## config.mk

```make
export PLATFORM = sky130hd
export DESIGN_NAME = dit_frame_feeder
export DESIGN_NICKNAME = d
export VERILOG_FILES = /design/src/rtl/dit_frame_feeder_pkg.sv /design/src/rtl/dit_pingpong_ram.sv /design/src/rtl/dit_frame_feeder.sv
export SDC_FILE = /design/constraint.sdc
export NUM_CORES = 1
export LEC_CHECK = 0
export ABC_AREA = 1
export BUFFER_PORTS_ARGS = -buffer_cell sky130_fd_sc_hd__buf_2
export CORE_MARGIN = 2
export CORE_UTILIZATION = 35
export CTS_CLUSTER_DIAMETER = 40
export DETAILED_ROUTE_END_ITERATION = 12
export PLACE_DENSITY_LB_ADDON = 0.12
export SYNTH_ARGS = -nofsm -noshare
export SYNTH_HDL_FRONTEND = slang
export SYNTH_SLANG_ARGS = --single-unit
```

## constraint.sdc

```tcl
create_clock -name clk -period 4.6 [get_ports clk]
set_clock_uncertainty 0.1 [all_clocks]
set_input_delay 0.69 -clock clk [delete_from_list [all_inputs] [get_ports clk]]
set_output_delay 0.69 -clock clk [all_outputs]
set_load 0.1 [all_outputs]
```

## src/rtl/dit_frame_feeder_pkg.sv

```systemverilog
// Shared types for the DIT frame feeder: sample packing, read FSM encoding, index width.
`timescale 1ns/1ps
package dit_frame_feeder_pkg;

    localparam int X_WDTH_DEF = 16;
    localparam int NLOG2_DEF  = 3;
    localparam int N_DEF      = 1 << NLOG2_DEF;
    localparam int IDX_W      = NLOG2_DEF;

    // Real part in the upper half, imaginary in the lower half.
    typedef logic [2*X_WDTH_DEF-1:0] cplx_t;
    typedef logic [IDX_W-1:0]        idx_t;

    typedef enum logic [1:0] {
        ST_IDLE = 2'd0,
        ST_SEND = 2'd1,
        ST_GAP  = 2'd2
    } rd_state_e;

    function automatic cplx_t cplx_pack(input logic [X_WDTH_DEF-1:0] re,
                                        input logic [X_WDTH_DEF-1:0] im);
        return {re, im};
    endfunction

endpackage

```

## src/rtl/dit_pingpong_ram.sv

```systemverilog
// Simple dual-port sample store: one write port, one registered read port.
`timescale 1ns/1ps
module dit_pingpong_ram
    import dit_frame_feeder_pkg::*;
#(
    parameter int AW = 4,
    parameter int DW = 32
) (
    input  logic          clk,
    input  logic          we,
    input  logic [AW-1:0] waddr,
    input  logic [DW-1:0] wdata,
    input  logic          re,
    input  logic [AW-1:0] raddr,
    output logic [DW-1:0] rdata
);

    logic [DW-1:0] mem [0:(1<<AW)-1];

    always_ff @(posedge clk) begin
        if (we)
            mem[waddr] <= wdata;
        if (re)
            rdata <= mem[raddr];
    end

endmodule

```

## src/rtl/dit_frame_feeder.sv

```systemverilog
// Ping-pong frame buffer that turns a bursty sample stream into gap-separated,
// bubble-free frames for the DIT FFT core.
`timescale 1ns/1ps
module dit_frame_feeder
    import dit_frame_feeder_pkg::*;
#(
    parameter int N      = N_DEF,
    parameter int NLOG2  = NLOG2_DEF,
    parameter int X_WDTH = X_WDTH_DEF,
    parameter int GAP    = 2
) (
    input  logic                clk,
    input  logic                rst,
    input  logic [2*X_WDTH-1:0] in_data,
    input  logic                in_valid,
    output logic                in_ready,
    output logic [2*X_WDTH-1:0] din,
    output logic                din_nd,
    output logic                frame_start,
    output logic                busy
);

    localparam int STAGES = 2;
    localparam int GW     = (GAP > 1) ? $clog2(GAP) : 1;
    localparam logic [NLOG2-1:0] LAST_IDX = NLOG2'(N-1);

    logic [1:0]            full, full_nxt;
    logic                  wr_bank, rd_bank;
    logic [NLOG2-1:0]      wr_idx, rd_idx;
    logic                  wr_fire, wr_last, rd_en;
    rd_state_e             state;
    logic [GW-1:0]         gap_cnt;
    logic [STAGES:1]       vld_pipe;
    logic                  p1_first, p1_last, p1_bank;
    logic [2*X_WDTH-1:0]   rd_data;

    assign in_ready = !rst && !full[wr_bank];
    assign wr_fire  = in_valid && in_ready;
    assign wr_last  = wr_fire && (wr_idx == LAST_IDX);
    assign rd_en    = (state == ST_SEND) || (state == ST_IDLE && full[rd_bank]);
    assign din_nd   = vld_pipe[STAGES];
    assign busy     = (|full) || (wr_idx != '0) || (state != ST_IDLE) || (|vld_pipe);

    // Fill and release always target different banks, so both can land together.
    always_comb begin
        full_nxt = full;
        if (vld_pipe[1] && p1_last)
            full_nxt[p1_bank] = 1'b0;
        if (wr_last)
            full_nxt[wr_bank] = 1'b1;
    end

    always_ff @(posedge clk) begin
        if (rst) begin
            wr_bank <= 1'b0;
            wr_idx  <= '0;
            full    <= '0;
        end else begin
            full <= full_nxt;
            if (wr_fire) begin
                if (wr_last) begin
                    wr_idx  <= '0;
                    wr_bank <= ~wr_bank;
                end else begin
                    wr_idx  <= wr_idx + 1'b1;
                end
            end
        end
    end

    dit_pingpong_ram #(
        .AW (NLOG2 + 1),
        .DW (2*X_WDTH)
    ) u_ram (
        .clk   (clk),
        .we    (wr_fire),
        .waddr ({wr_bank, wr_idx}),
        .wdata (in_data),
        .re    (rd_en),
        .raddr ({rd_bank, rd_idx}),
        .rdata (rd_data)
    );

    always_ff @(posedge clk) begin
        if (rst) begin
            state       <= ST_IDLE;
            rd_bank     <= 1'b0;
            rd_idx      <= '0;
            gap_cnt     <= '0;
            vld_pipe    <= '0;
            p1_first    <= 1'b0;
            p1_last     <= 1'b0;
            p1_bank     <= 1'b0;
            din         <= '0;
            frame_start <= 1'b0;
        end else begin
            vld_pipe <= {vld_pipe[STAGES-1:1], rd_en};
            if (rd_en) begin
                p1_first <= (rd_idx == '0);
                p1_last  <= (rd_idx == LAST_IDX);
                p1_bank  <= rd_bank;
            end
            if (vld_pipe[1]) begin
                din         <= rd_data;
                frame_start <= p1_first;
            end else begin
                frame_start <= 1'b0;
            end

            case (state)
                ST_IDLE, ST_SEND: begin
                    if (rd_en) begin
                        if (rd_idx == LAST_IDX) begin
                            rd_idx  <= '0;
                            rd_bank <= ~rd_bank;
                            gap_cnt <= '0;
                            // With no gap, chain straight into a bank completing this very edge.
                            if (GAP > 0)
                                state <= ST_GAP;
                            else
                                state <= full_nxt[~rd_bank] ? ST_SEND : ST_IDLE;
                        end else begin
                            rd_idx <= rd_idx + 1'b1;
                            state  <= ST_SEND;
                        end
                    end
                end
                ST_GAP: begin
                    if (int'(gap_cnt) == GAP - 1)
                        state <= ST_IDLE;
                    else
                        gap_cnt <= gap_cnt + 1'b1;
                end
                default: state <= ST_IDLE;
            endcase
        end
    end

endmodule

```

==> impl_metrics.toml, run 1 <==
[status]
outcome = "finished, final reports clean"

[detailed_routing]
remaining_drc_errors = 0
drt_iter0_markers = 1059
vias_per_cell = 4.62
routedWlPerCell_um = 17.9
drt_first_pass_iters = 4
met2_length_um = 29700
routed.top_layer = "met5"
wl_met1_um = 28500
via_count = 16100
wl_met3_um = 2610
routed_wl_um = 62300
drtAntennaViolNets = 0

[logic_synthesis]
synth_cells = 2366
yosys_warnings = 0
syn_area_um2 = 24900
synth.distinct_cells = 30
yosysTopAreaCell = "edfxtp_1"
synthDominantCellAreaShare_pct = 65.6
ys_ff_latch = 595
syn_nets = 2410
ys_seq_area_share_pct = 69.7
syn-mean-instance-area_um2 = 10.5
synth_area_leaders = "edfxtp_1, nand2_1, nand3_1, inv_1, dfxtp_1"

[power]
power_frac_clock_pct = 56.2
pwr-share-seq_pct = 42.5
p_comb_share_pct = 1.3
max-vdd-ir-drop_v = 0.000248
p_sw_mw = 2.89
power_density_nw_per_um2 = 467
power_leakage_nw = 12.5
p_int_mw = 11.1
swShare_pct = 20.7

[finish]
multiInputGateArea_um2 = 5470
ff_latch_area_um2 = 17400
antenna_cells = 0
final_net_count = 2499
final_cell_mix = "nand2_1, edfxtp_1, inv_1"
fillerInstances = 6604
utilization_pct = 42.5
areaGrowthSynthToFinish_pct = 19.9
mostFrequentLayoutCell = "nand2_1"
stdcell_count = 3485
drive_gt1_share_pct = 12.5
stdcell_area_um2 = 29800

[die]
num_rows = 97
coreArea_um2 = 70300
dieArea_um2 = 73200
fp.dieH_um = 271
io-pin-count = 71
initial_utilization_pct = 35.4
die_width_um = 271

[global_route]
grtUsageTotal_pct = 17.2
grt_pass1_wl_um = 96100
antenna_found_initial = 2
grt_pass1_vias = 16200
overflow = 0
grt_max_degree = 184

[timing]
finalHoldViolCount = 0
setup_tns_ps = 0
finalCriticalPeriod_ps = 2930
setup_viol = 0
slew_headroom_pct = 33.4
fmax_mhz = 341
max_slew.worst_pin.slew_ps = 1000
period_share_pct = 63.7
rsz0062_at_grt = "no"
drv_slew = 0
finalWorstSetupSlack_ps = 1670

[cts]
cts_made_buffers = 103
cts_tree = "yes"
ctsResizeCount = 0
clockBufferDepth = 3
cts_root_buf = "clkbuf_16"
path_clk_slew_ps = 50
clkSinkCount = 595
cts_max_level = 3
cts_setup_buffers = 0
cts_hold_buffers = 0
clk-insertion-delay-late_ps = 650

[run]
drv_cap = 0

[min_path]
hold_class = "input pin to register"

[critical_path]
critPathArrivalTime_ps = 2140
end_kind = "output port"
required_ps = 3810
critPathKind = "register to output port"
crit_fanout = 5
start_kind = "register"

[placement]
placed_area_um2 = 26200
dp_hpwl_um = 32600
dp_cells = 3290
gp_congestion = 0.762
port_buffers = 70
dpl_worst_slack_ps = 1700
[registers in the layout, summed over array words and instances (netlist names), 2 cells and up]
register,cells
vld_pipe,2
full,2
din,32
u_ram.mem,512
rd_idx,3
state,2
wr_idx,3
u_ram.rdata,32
[cell type report]
class	count	share of cell area [%]
Clock buffer	116	9.04
Inverter	404	5.13
Multi-Input combinational cell	1247	18.3
Sequential cell	595	58.2
Timing Repair Buffer	104	2.24
Tap cell	940	3.94
Clock inverter	79	3.12
[stage by stage]
stage                     power [mW]  hold WS (ps)
after floorplan                 6.11           335
after global placement          6.22           345
after detailed placement        6.22           362
after CTS                       14.1           253
after global routing            14.4           310
final                           13.9           291
[synthesized netlist by cell type (all sizes together)]
library cell  instances
nand2               697
edfxtp              544
inv                 404
nand3               390
buf                  90
nor2                 78
dfxtp                51
o21ai                36
clkbuf               30
nor3                 17
a21oi                 9
ha                    9
nand4                 6
nor4                  2
a31oi                 1
and3                  1
or2                   1
[worst max-delay path: stages, from the launching register on]
cell,delay (ps)
dfxtp_1,380
inv_1,100
ha_1,210
inv_1,240
nor4_1,80
nand2_1,80
buf_2,420
[metal layers]
metal	vias to the layer above	track usage (%)
met3	119	2.97
met1	7779	22.7
met4	2	5.87
met2	309	28.5
li1	7909	-
met5	-	0
[logic make-up after synthesis]
group	after synthesis	share of synthesized area, %
AND/OR/NAND/NOR	1192	20.3
AO/OA/AOI/OAI	46	0.930
flip-flops	595	69.7
adder cells (fa/ha/maj)	9	0.453
buffers and inverters	524	8.60
[power groups by stage]
stage | Clock [mW] | Sequential, mW | Combinational, mW
floorplan | 0 | 6.04 | 0.0670
global placement | 0 | 6.04 | 0.182
detailed placement | 0 | 6.04 | 0.187
CTS | 7.99 | 5.93 | 0.187
global route | 8.24 | 5.93 | 0.205
finish | 7.83 | 5.93 | 0.183
[final timing paths]
path / start / endpoint / slack [ps] / depth (start not counted)
worst max register to register: rd_bank / u_ram.rdata[20] / 1980 / 7
worst max-delay path: wr_idx[0] / busy / 1670 / 6
worst min-delay path: rst / vld_pipe[2] / 290 / 2
worst min register to register: u_ram.rdata[25] / din[25] / 370 / 2
(Power assumes the default switching activity.)
==> inputs of run 2 (changes only) <==
clock period = 2.6 ns   (was 4.6 ns; I/O delays follow)
==> impl_metrics.toml, run 2 (same netlist as run 1, synthesis figures left out) <==
[critical_path]
required_ps = 2110
end_kind = "output port"
r2r-start = "full[1]"
startpoint = "vld_pipe[1]"
critical_path_buf_inv_count = 1
critPathArrivalTime_ps = 1910
start_kind = "register"
r2r_end = "u_ram.mem[10][12]"
r2r_slack_ps = 530
max_stage_delay_ps = 740
crit_chain = "nor4_1, nand2_1, buf_4"
cp_slowest_cell = "dfxtp_2"
cp_top_family = "flip-flops"
crit_fanout = 23
r2r_cells = 6
critPathKind = "register to output port"

[global_route]
overflow = 0
antenna_found_initial = 1
grt_max_degree = 131
grt_pass1_wl_um = 99900
grtUsageTotal_pct = 18.1
grt_pass1_vias = 16100

[timing]
max_slew.worst_pin.slew_ps = 1020
slew_headroom_pct = 31.8
whs_ps = 38.8
drv_slew = 0
rsz0062_at_grt = "no"
finalCriticalPeriod_ps = 2400
finalHoldViolCount = 0
setup_viol = 0
fmax_mhz = 417
period_share_pct = 92.3

[power]
power_density_nw_per_um2 = 805
max-vdd-ir-drop_v = 0.000546
power_frac_clock_pct = 55.4
pwr-share-seq_pct = 43.1
p_sw_mw = 5.39
power_leakage_nw = 12.7
swShare_pct = 22.2
p_int_mw = 18.9
p_comb_share_pct = 1.5

[cts]
cts_tree = "yes"
cts_made_buffers = 105
cts_root_buf = "clkbuf_16"
path_clk_slew_ps = 50
clk-insertion-delay-late_ps = 660
clockBufferDepth = 3
clkSinkCount = 595
cts_max_level = 3

[placement]
port_buffers = 70
dp_cells = 3312
dp_hpwl_um = 37600
gp_congestion = 0.763

[finish]
final_net_count = 2524
areaGrowthSynthToFinish_pct = 21.5
top_register = "u_ram.mem"
drive_gt1_share_pct = 13.5
mostFrequentLayoutCell = "nand2_1"
final_cell_mix = "nand2_1, edfxtp_1, inv_1"
stdcell_count = 3512
largest_reg_flops = 512
largestRegisters = "u_ram.mem (512), din (32), u_ram.rdata (32)"

[die]
dieArea_um2 = 73200
coreArea_um2 = 70300
fp.dieH_um = 271
initial_utilization_pct = 35.4
die_width_um = 271
io-pin-count = 71
num_rows = 97

[run]
drv_cap = 0

[min_path]
hold_class = "input pin to register"
hold_depth = 2
min_to = "vld_pipe[2]"
min_from = "rst"

[detailed_routing]
drt_iter0_markers = 1211
drtAntennaViolNets = 0
routed_wl_um = 66200
vias_per_cell = 4.64
drt_first_pass_iters = 5
remaining_drc_errors = 0
routedWlPerCell_um = 18.8
via_count = 16300

[status]
outcome = "finished, final reports clean"
-- run 2: worst max path at each step --
stage               depth (start not counted)  slack (ps)          endpoint
floorplan                                   6        -240   u_ram.mem[4][0]
global placement                            7         300  u_ram.mem[9][22]
detailed placement                          7         270  u_ram.mem[9][22]
CTS                                         3         140              busy
global route                                6         100              busy
finish                                      3         200              busy
-- run 2: power groups by stage --
stage          sequential (mW)  clock [mW]  combinational, mW
6_report                  10.5        13.5              0.370
5_1_grt                   10.5        14.2              0.408
4_1_cts                   10.5        13.8              0.381
3_5_place_dp              10.7           0              0.375
3_3_place_gp              10.7           0              0.372
2_1_floorplan             10.7           0              0.138
-- run 2: area by class of cell --
cell class,count,area (um2)
fill,6546,40000
multi-input combinational,1247,5580
timing repair buffer,127,1020
clock buffer,121,2730
antenna,2,5.00
inverter,404,1540
sequential,595,17400
tap,940,1180
clock inverter,76,812
-- run 2: repair_timing --
| item | CTS | global route |
|---|---|---|
| hold buffers | 0 | 0 |
| setup buffers | 1 | 0 |
| endpoints found under the setup margin | 1 | 0 |
| gates resized for setup | 3 | 0 |
-- run 2: per-layer routing --
layer | part of all wire (%) | track usage (%) | wire (um) | up-vias
li1 | - | - | - | 7969
met1 | 48 | 25.7 | 31500 | 7875
met2 | 46 | 28.8 | 30500 | 366
met3 | 4.2 | 2.72 | 2770 | 93
met4 | 2.1 | 5.28 | 1390 | 0
met5 | 0 | 0 | 0 | -
-- run 2: per-stage QoR --
stage	util (%)	worst slack, ps	area [um2]	total power, mW	setup TNS, ps
after floorplan	-	-241	25100	10.8	-59820
after global placement	38.0	305	26700	11.1	0
after detailed placement	38.0	270	26700	11.1	0
after CTS	43.0	141	30200	24.6	0
after global routing	43.0	96.6	30200	25.1	0
final	43.0	201	30200	24.3	0
